--- src/rtl/multicycle_controller.sv ---
// Multicycle MIPS control unit: Moore FSM plus ALU decoder.
// Ports: clk, reset (async, high), op/funct/zero in; datapath controls and state out.
module multicycle_controller (
    input  logic       clk,
    input  logic       reset,
    input  logic [5:0] op,
    input  logic [5:0] funct,
    input  logic       zero,
    output logic       pcen,
    output logic       irwrite,
    output logic       regwrite,
    output logic       memwrite,
    output logic       iord,
    output logic       regdst,
    output logic       alusrca,
    output logic [1:0] alusrcb,
    output logic [1:0] resultsrc,
    output logic [1:0] pcsrc,
    output logic [2:0] alucontrol,
    output logic [3:0] state
);

    typedef enum logic [3:0] {
        FETCH   = 4'd0,
        DECODE  = 4'd1,
        MEMADR  = 4'd2,
        MEMRD   = 4'd3,
        MEMWB   = 4'd4,
        MEMWR   = 4'd5,
        RTYPEEX = 4'd6,
        RTYPEWB = 4'd7,
        BEQEX   = 4'd8,
        ADDIEX  = 4'd9,
        ADDIWB  = 4'd10,
        JEX     = 4'd11,
        LUIWB   = 4'd12
    } state_t;

    localparam logic [5:0] OP_LW   = 6'b100011;
    localparam logic [5:0] OP_SW   = 6'b101011;
    localparam logic [5:0] OP_RTYP = 6'b000000;
    localparam logic [5:0] OP_BEQ  = 6'b000100;
    localparam logic [5:0] OP_ADDI = 6'b001000;
    localparam logic [5:0] OP_J    = 6'b000010;
    localparam logic [5:0] OP_LUI  = 6'b001111;

    state_t     state_q;
    state_t     state_n;
    logic       pcwrite;
    logic       branch;
    logic       irw;
    logic       rw;
    logic       mw;
    logic [1:0] aluop;

    always_ff @(posedge clk or posedge reset) begin
        if (reset) state_q <= FETCH;
        else       state_q <= state_n;
    end

    always_comb begin
        state_n   = FETCH;
        pcwrite   = 1'b0;
        branch    = 1'b0;
        irw       = 1'b0;
        rw        = 1'b0;
        mw        = 1'b0;
        iord      = 1'b0;
        regdst    = 1'b0;
        alusrca   = 1'b0;
        alusrcb   = 2'b00;
        resultsrc = 2'b00;
        pcsrc     = 2'b00;
        aluop     = 2'b00;
        case (state_q)
            FETCH: begin
                state_n = DECODE;
                alusrcb = 2'b01;
                irw     = 1'b1;
                pcwrite = 1'b1;
            end
            DECODE: begin
                alusrcb = 2'b11;
                case (op)
                    OP_LW,
                    OP_SW:   state_n = MEMADR;
                    OP_RTYP: state_n = RTYPEEX;
                    OP_BEQ:  state_n = BEQEX;
                    OP_ADDI: state_n = ADDIEX;
                    OP_J:    state_n = JEX;
                    OP_LUI:  state_n = LUIWB;
                    default: state_n = FETCH;
                endcase
            end
            MEMADR: begin
                state_n = (op == OP_LW) ? MEMRD : MEMWR;
                alusrca = 1'b1;
                alusrcb = 2'b10;
            end
            MEMRD: begin
                state_n = MEMWB;
                iord    = 1'b1;
            end
            MEMWB: begin
                resultsrc = 2'b01;
                rw        = 1'b1;
            end
            MEMWR: begin
                iord = 1'b1;
                mw   = 1'b1;
            end
            RTYPEEX: begin
                state_n = RTYPEWB;
                alusrca = 1'b1;
                aluop   = 2'b10;
            end
            RTYPEWB: begin
                regdst = 1'b1;
                rw     = 1'b1;
            end
            BEQEX: begin
                alusrca = 1'b1;
                aluop   = 2'b01;
                pcsrc   = 2'b01;
                branch  = 1'b1;
            end
            ADDIEX: begin
                state_n = ADDIWB;
                alusrca = 1'b1;
                alusrcb = 2'b10;
            end
            ADDIWB: begin
                rw = 1'b1;
            end
            JEX: begin
                pcsrc   = 2'b10;
                pcwrite = 1'b1;
            end
            LUIWB: begin
                resultsrc = 2'b10;
                rw        = 1'b1;
            end
            default: state_n = FETCH;
        endcase
    end

    // Write strobes are squashed while reset is held so nothing
    // commits in the FETCH state that reset forces.
    assign pcen     = ~reset & (pcwrite | (branch & zero));
    assign irwrite  = ~reset & irw;
    assign regwrite = ~reset & rw;
    assign memwrite = ~reset & mw;

    always_comb begin
        alucontrol = 3'b010;
        case (aluop)
            2'b00: alucontrol = 3'b010;
            2'b01: alucontrol = 3'b110;
            default: begin
                case (funct)
                    6'b100010: alucontrol = 3'b110;
                    6'b100100: alucontrol = 3'b000;
                    6'b100101: alucontrol = 3'b001;
                    6'b101010: alucontrol = 3'b111;
                    default:   alucontrol = 3'b010;
                endcase
            end
        endcase
    end

    assign state = state_q;

endmodule

--- config.mk ---
export PLATFORM = sky130hd
export DESIGN_NAME = multicycle_controller
export DESIGN_NICKNAME = d
export VERILOG_FILES = /design/src/rtl/multicycle_controller.sv
export SDC_FILE = /design/constraint.sdc
export NUM_CORES = 1
export LEC_CHECK = 0
export ABC_AREA = 1
export CAP_MARGIN = 30
export CORE_MARGIN = 3
export CORE_UTILIZATION = 39
export CTS_BUF_LIST = sky130_fd_sc_hd__clkbuf_4 sky130_fd_sc_hd__clkbuf_8
export DETAILED_ROUTE_END_ITERATION = 8
export GPL_ROUTABILITY_DRIVEN = 0
export PLACE_DENSITY = 0.86
export SETUP_SLACK_MARGIN = 0.2
export SLEW_MARGIN = 20
export SYNTH_ARGS = -nofsm -noshare
export SYNTH_HDL_FRONTEND = slang
export SYNTH_SLANG_ARGS = --single-unit
--- constraint.sdc ---
create_clock -name clk -period 2.79 [get_ports clk]
set_input_delay 0.558 -clock clk [delete_from_list [all_inputs] [get_ports clk]]
set_output_delay 0.558 -clock clk [all_outputs]
set_load 0.02 [all_outputs]
======== Yosys cells after proc, flatten, opt, wreduce, memory -nomap -nowiden ========
Cells that the tools add are included.
storage, ports and cells
  register bits ........................... 4
  output and inout bits ................... 20
cells by class
  equality and inequality tests ........... 23
  muxes and demuxes ....................... 17
  bitwise operators ....................... 7
  reduce and logical (&&, ||, !) cells .... 9
operators with widths
  operator                                       count
  one-hot mux 4 bit (6 select lines)             2
  == test 6 bit, second input constant           6
  == test 4 bit, second input constant           5
  == test 4 x 3 -> 1 bit, second input constant  4
  == test 6 x 4 -> 1 bit, second input constant  2
  one-hot mux 2 bit (2 select lines)             3
  one-hot mux 3 bit (4 select lines)             1
  == test 4 x 2 -> 1 bit, second input constant  2
  2-to-1 mux 1 bit                               8
  OR reduction 2 bit                             4
  OR reduction 4 bit                             2
  == test 6 x 2 -> 1 bit, second input constant  1
  == test 6 x 3 -> 1 bit, second input constant  1
  logical NOT 6 bit                              1
  one-hot mux 2 bit (3 select lines)             1
  one-hot mux 3 bit (2 select lines)             1
  bitwise AND 1 bit                              5
  == test 4 x 1 -> 1 bit, second input constant  1
  logical NOT 4 bit                              1
  2-to-1 mux 3 bit                               1
  == test 2 x 1 -> 1 bit, second input constant  1
  logical NOT 2 bit                              1
  NOT 1 bit                                      1
  OR 1 bit                                       1

======== Longest topological paths before layout ========
Gate-level depths: netlist of run 1.
  depth after elaboration ................. 5
  mapped depth ............................ 7
  gate-level depth less buffers ........... 7

======== Least setup slack after synthesis of run 1 ========
OpenSTA, ideal clock, no wires.
  kind .................................... register to output
  start ................................... register state_q[0] (netlist: state[0])
  end ..................................... output pcen
  data arrival time ....................... 1.471 ns
  setup slack ............................. 0.761 ns
  cell stages (with the launch flop) ...... 6
  buffers on the path ..................... 0
  cells stage by stage .................... dfrtp_1 inv_1 nand2_1 nor2_1 nand2_1 a31oi_1
between the ends
  word-level cells in the longest chain between the ends .. 5
  elaborated cells on any way between the ends .. 9
  those cells by class .................... 2 x eq/ne; 2 x mux; 3 x bitwise; 2 x reduce/logical
ends and longest elaborated chain
  element                                                           RTL line  RTL
  from (decl)                                                       47        state_t state_q;
  from (signal assigned)                                            58        else state_q <= state_n;
  == test 4 bit or logical NOT 4 bit (tied branches)                75        case (state_q)
  OR reduction 2 bit (no line) or 2-to-1 mux 1 bit (tied branches)  n/a
  2-to-1 mux 1 bit or bitwise AND 1 bit (tied branches)             75, 149
  OR 1 bit (*)                                                      149       assign pcen = ~reset & (pcwrite | (branch & zero));
  bitwise AND 1 bit (*)                                             149
  to (decl)                                                         9         output logic pcen,
Mark *: on every way between the ends. The rest lies on a longest branch, timed or not.

======== Final worst setup path of run 1 ========
  start ................................... input funct[5]
  end ..................................... output alucontrol[1]
between the ends
  word-level cells in the longest chain between the ends .. 3
  elaborated cells on any way between the ends .. 6
  those cells by class .................... 4 x eq/ne; 2 x mux
ends and longest elaborated chain
  element                                 RTL line  RTL
  from (decl)                             7         input logic [5:0] funct,
  == test 6 bit                           160       case (funct)
  one-hot mux 3 bit (4 select lines) (*)  160
  one-hot mux 3 bit (2 select lines) (*)  156       case (aluop)
  to (decl)                               19        output logic [2:0] alucontrol,
Marks and branches as above.

==> flow_summary.toml, run 1 <==
[placed_design]
dp_slack_ns = 0.137
dp_hpwl_um = 1430
io_buffer_count = 34

[die]
die-area_um2 = 1850
initial_core_util_pct = 44.6
pin_count = 35
die_x_um = 43.1
core_area_um2 = 1200
placementRows = 12
chipHeight_um = 43.1

[run_status]
outcome = "complete, no violations"

[routing]
ant_nets = 0
first_iter_violations = 5
vias = 733
drc_errors = 0
drt-total-wl_um = 1600
viasPerCell = 4.64
routedWlPerCell_um = 10.1
dr.pass1.iters = 3

[clock_tree]
path_clk_slew_ns = 0.04
cts_root_buf = "clkbuf_4"
post_cts_buffers = 0
htree_num_levels = 1
cts_tree = "built"
clock_sinks = 4
numCtsBuffers = 3
clock_latency_ns = 0.24
clockBufferDepth = 2

[min_path]
hp-class = "input pin to async pin"

[layout]
drive_above_1_share_pct = 6.25
final_common_cell = "nand2_1"
syn2layout_area_growth_pct = 71.3
fin_nets = 161
layout_common_cells = "nand2_1, clkdlybuf4s50_1, inv_1, nor2_1, nand3_1"
final_util_pct = 76.4
largest_reg_flops = 4
diodes = 0

[setup_path]
rrSetupSlack_ns = 1.64
critPathKind = "input pin to primary output"
cp.required_ns = 2.23
cp-start-kind = "input pin"
arrival_ns = 1.89
crit_fanout = 3
r2r_start = "state[0]$_DFF_PP0_"
r2r_cells = 7
r2r-end = "state[2]$_DFF_PP0_"
end_kind = "primary output"

[synth]
seq_area_frac_synth_pct = 18.7
syn_area_um2 = 536
synth_seq_cells = 4
avgSynthCellArea_um2 = 5.00
synth_nets = 122
yosysWarnings = 0
synth.distinct_cells = 15
synth_cells = 107

[sta]
drv_slew = 0
setup_violations = 0
hold_viol_final = 0
period_share_pct = 87.7
finalSetupTns_ns = 0
fmax_mhz = 409
tightestPinTransition_ns = 0.234
grt_setup_unrepaired = "false"
fin_skew_ns = 0.00733
relSlewSlack_pct = 84.3
worst_slack_ns = 0.345
fin_crit_ns = 2.45

[power]
p_leak_uw = 0.000559
irDropWorstVdd_mv = 0.414
power_density_nw_per_um2 = 586

[global_route]
grt_pass1_vias = 688
grt_overflow_total = 0
grt_usage_pct = 18.9
grt_pass1_wl_um = 2650
grt_start_max_net_pins = 7
antenna_found_initial = 0

[job]
maxCapViolCount = 0
==> per-stage QoR <==
stage	total power, uW	hold slack [ns]	cells	instance area (um^2)
final	538	0.584	158	917
after global routing	575	0.613	158	917
after CTS	543	0.600	158	915
after detailed placement	466	0.670	155	893
after global placement	456	0.646	155	893
after floorplan	296	0.332	107	536
==> where the power goes <==
group / internal [uW] / switching, uW
Clock: 48.3 / 25.7
Sequential: 73.9 / 17.6
Combinational: 160 / 212
Total: 282 / 256
==> critical path, cell delays in order <==
cell,delay (ns)
clkdlybuf4s50_1,0.46
inv_1,0.04
nor2_1,0.18
nand3_1,0.11
clkdlybuf4s50_1,0.55
==> logic make-up (layout without fill, tap and decap cells) <==
kind of cell / after synthesis / in the layout / synth area share [%]
buf+inv: 28 / 65 / 19.6
simple gates: 70 / 70 / 55.6
flops: 4 / 4 / 18.7
compound gates: 5 / 5 / 6.08
==> per-layer routing <==
layer  global-route usage [%]  wire (um)  up-vias
met5                        0          0        -
met4                     10.8         27        0
met3                     2.97         98        4
met2                     35.6        872       26
met1                     19.2        603      311
li1                         -          -      392
==> cells in the mapped netlist <==
library cell,instances,area (um^2)
nand2_1,36,135
inv_2,1,3.75
nor2_2,1,6.26
o211ai_1,1,7.51
nand3_1,10,50.1
nand4_1,2,12.5
nand3_2,1,10.0
nor3_1,1,5.00
o21ai_2,1,8.76
dfrtp_1,4,100
nor2_1,18,67.6
inv_1,27,101
a31oi_1,1,6.26
a21oi_1,2,10.0
nor2_4,1,11.3
==> cell type report <==
type / count / area (um^2)
clock buffers: 3 / 22.5
repair buffers: 34 / 342
well taps: 14 / 17.5
flip-flops and latches: 4 / 100
fillers: 103 / 284
inverters: 28 / 105
multi-input cells: 75 / 330
==> timing repair <==
| item | in CTS | in global routing |
|---|---|---|
| endpoints found under the setup margin | 1 | 2 |
| hold buffers | 0 | 0 |
| gates resized for setup | 1 | 2 |
==> worst max path at each step <==
stage | endpoint | from | slack, ns | cells after the start
detailed placement | alucontrol[0] | funct[1] | 0.14 | 6
global placement | alucontrol[0] | funct[5] | 0.20 | 6
floorplan | pcen | state[0]$_DFF_PP0_ | 0.76 | 5
global route | pcen | state[0]$_DFF_PP0_ | 0.24 | 6
CTS | alucontrol[2] | funct[1] | 0.21 | 6
finish | alucontrol[1] | funct[5] | 0.34 | 5
Note: power is estimated with default switching activity, not from simulation.
==> run 2, diff against run 1 <==
Settings changed: SLEW_MARGIN 20 to unset.
==> results of run 2 <==
Final layout, timing and power as in run 1 (identical DEF).
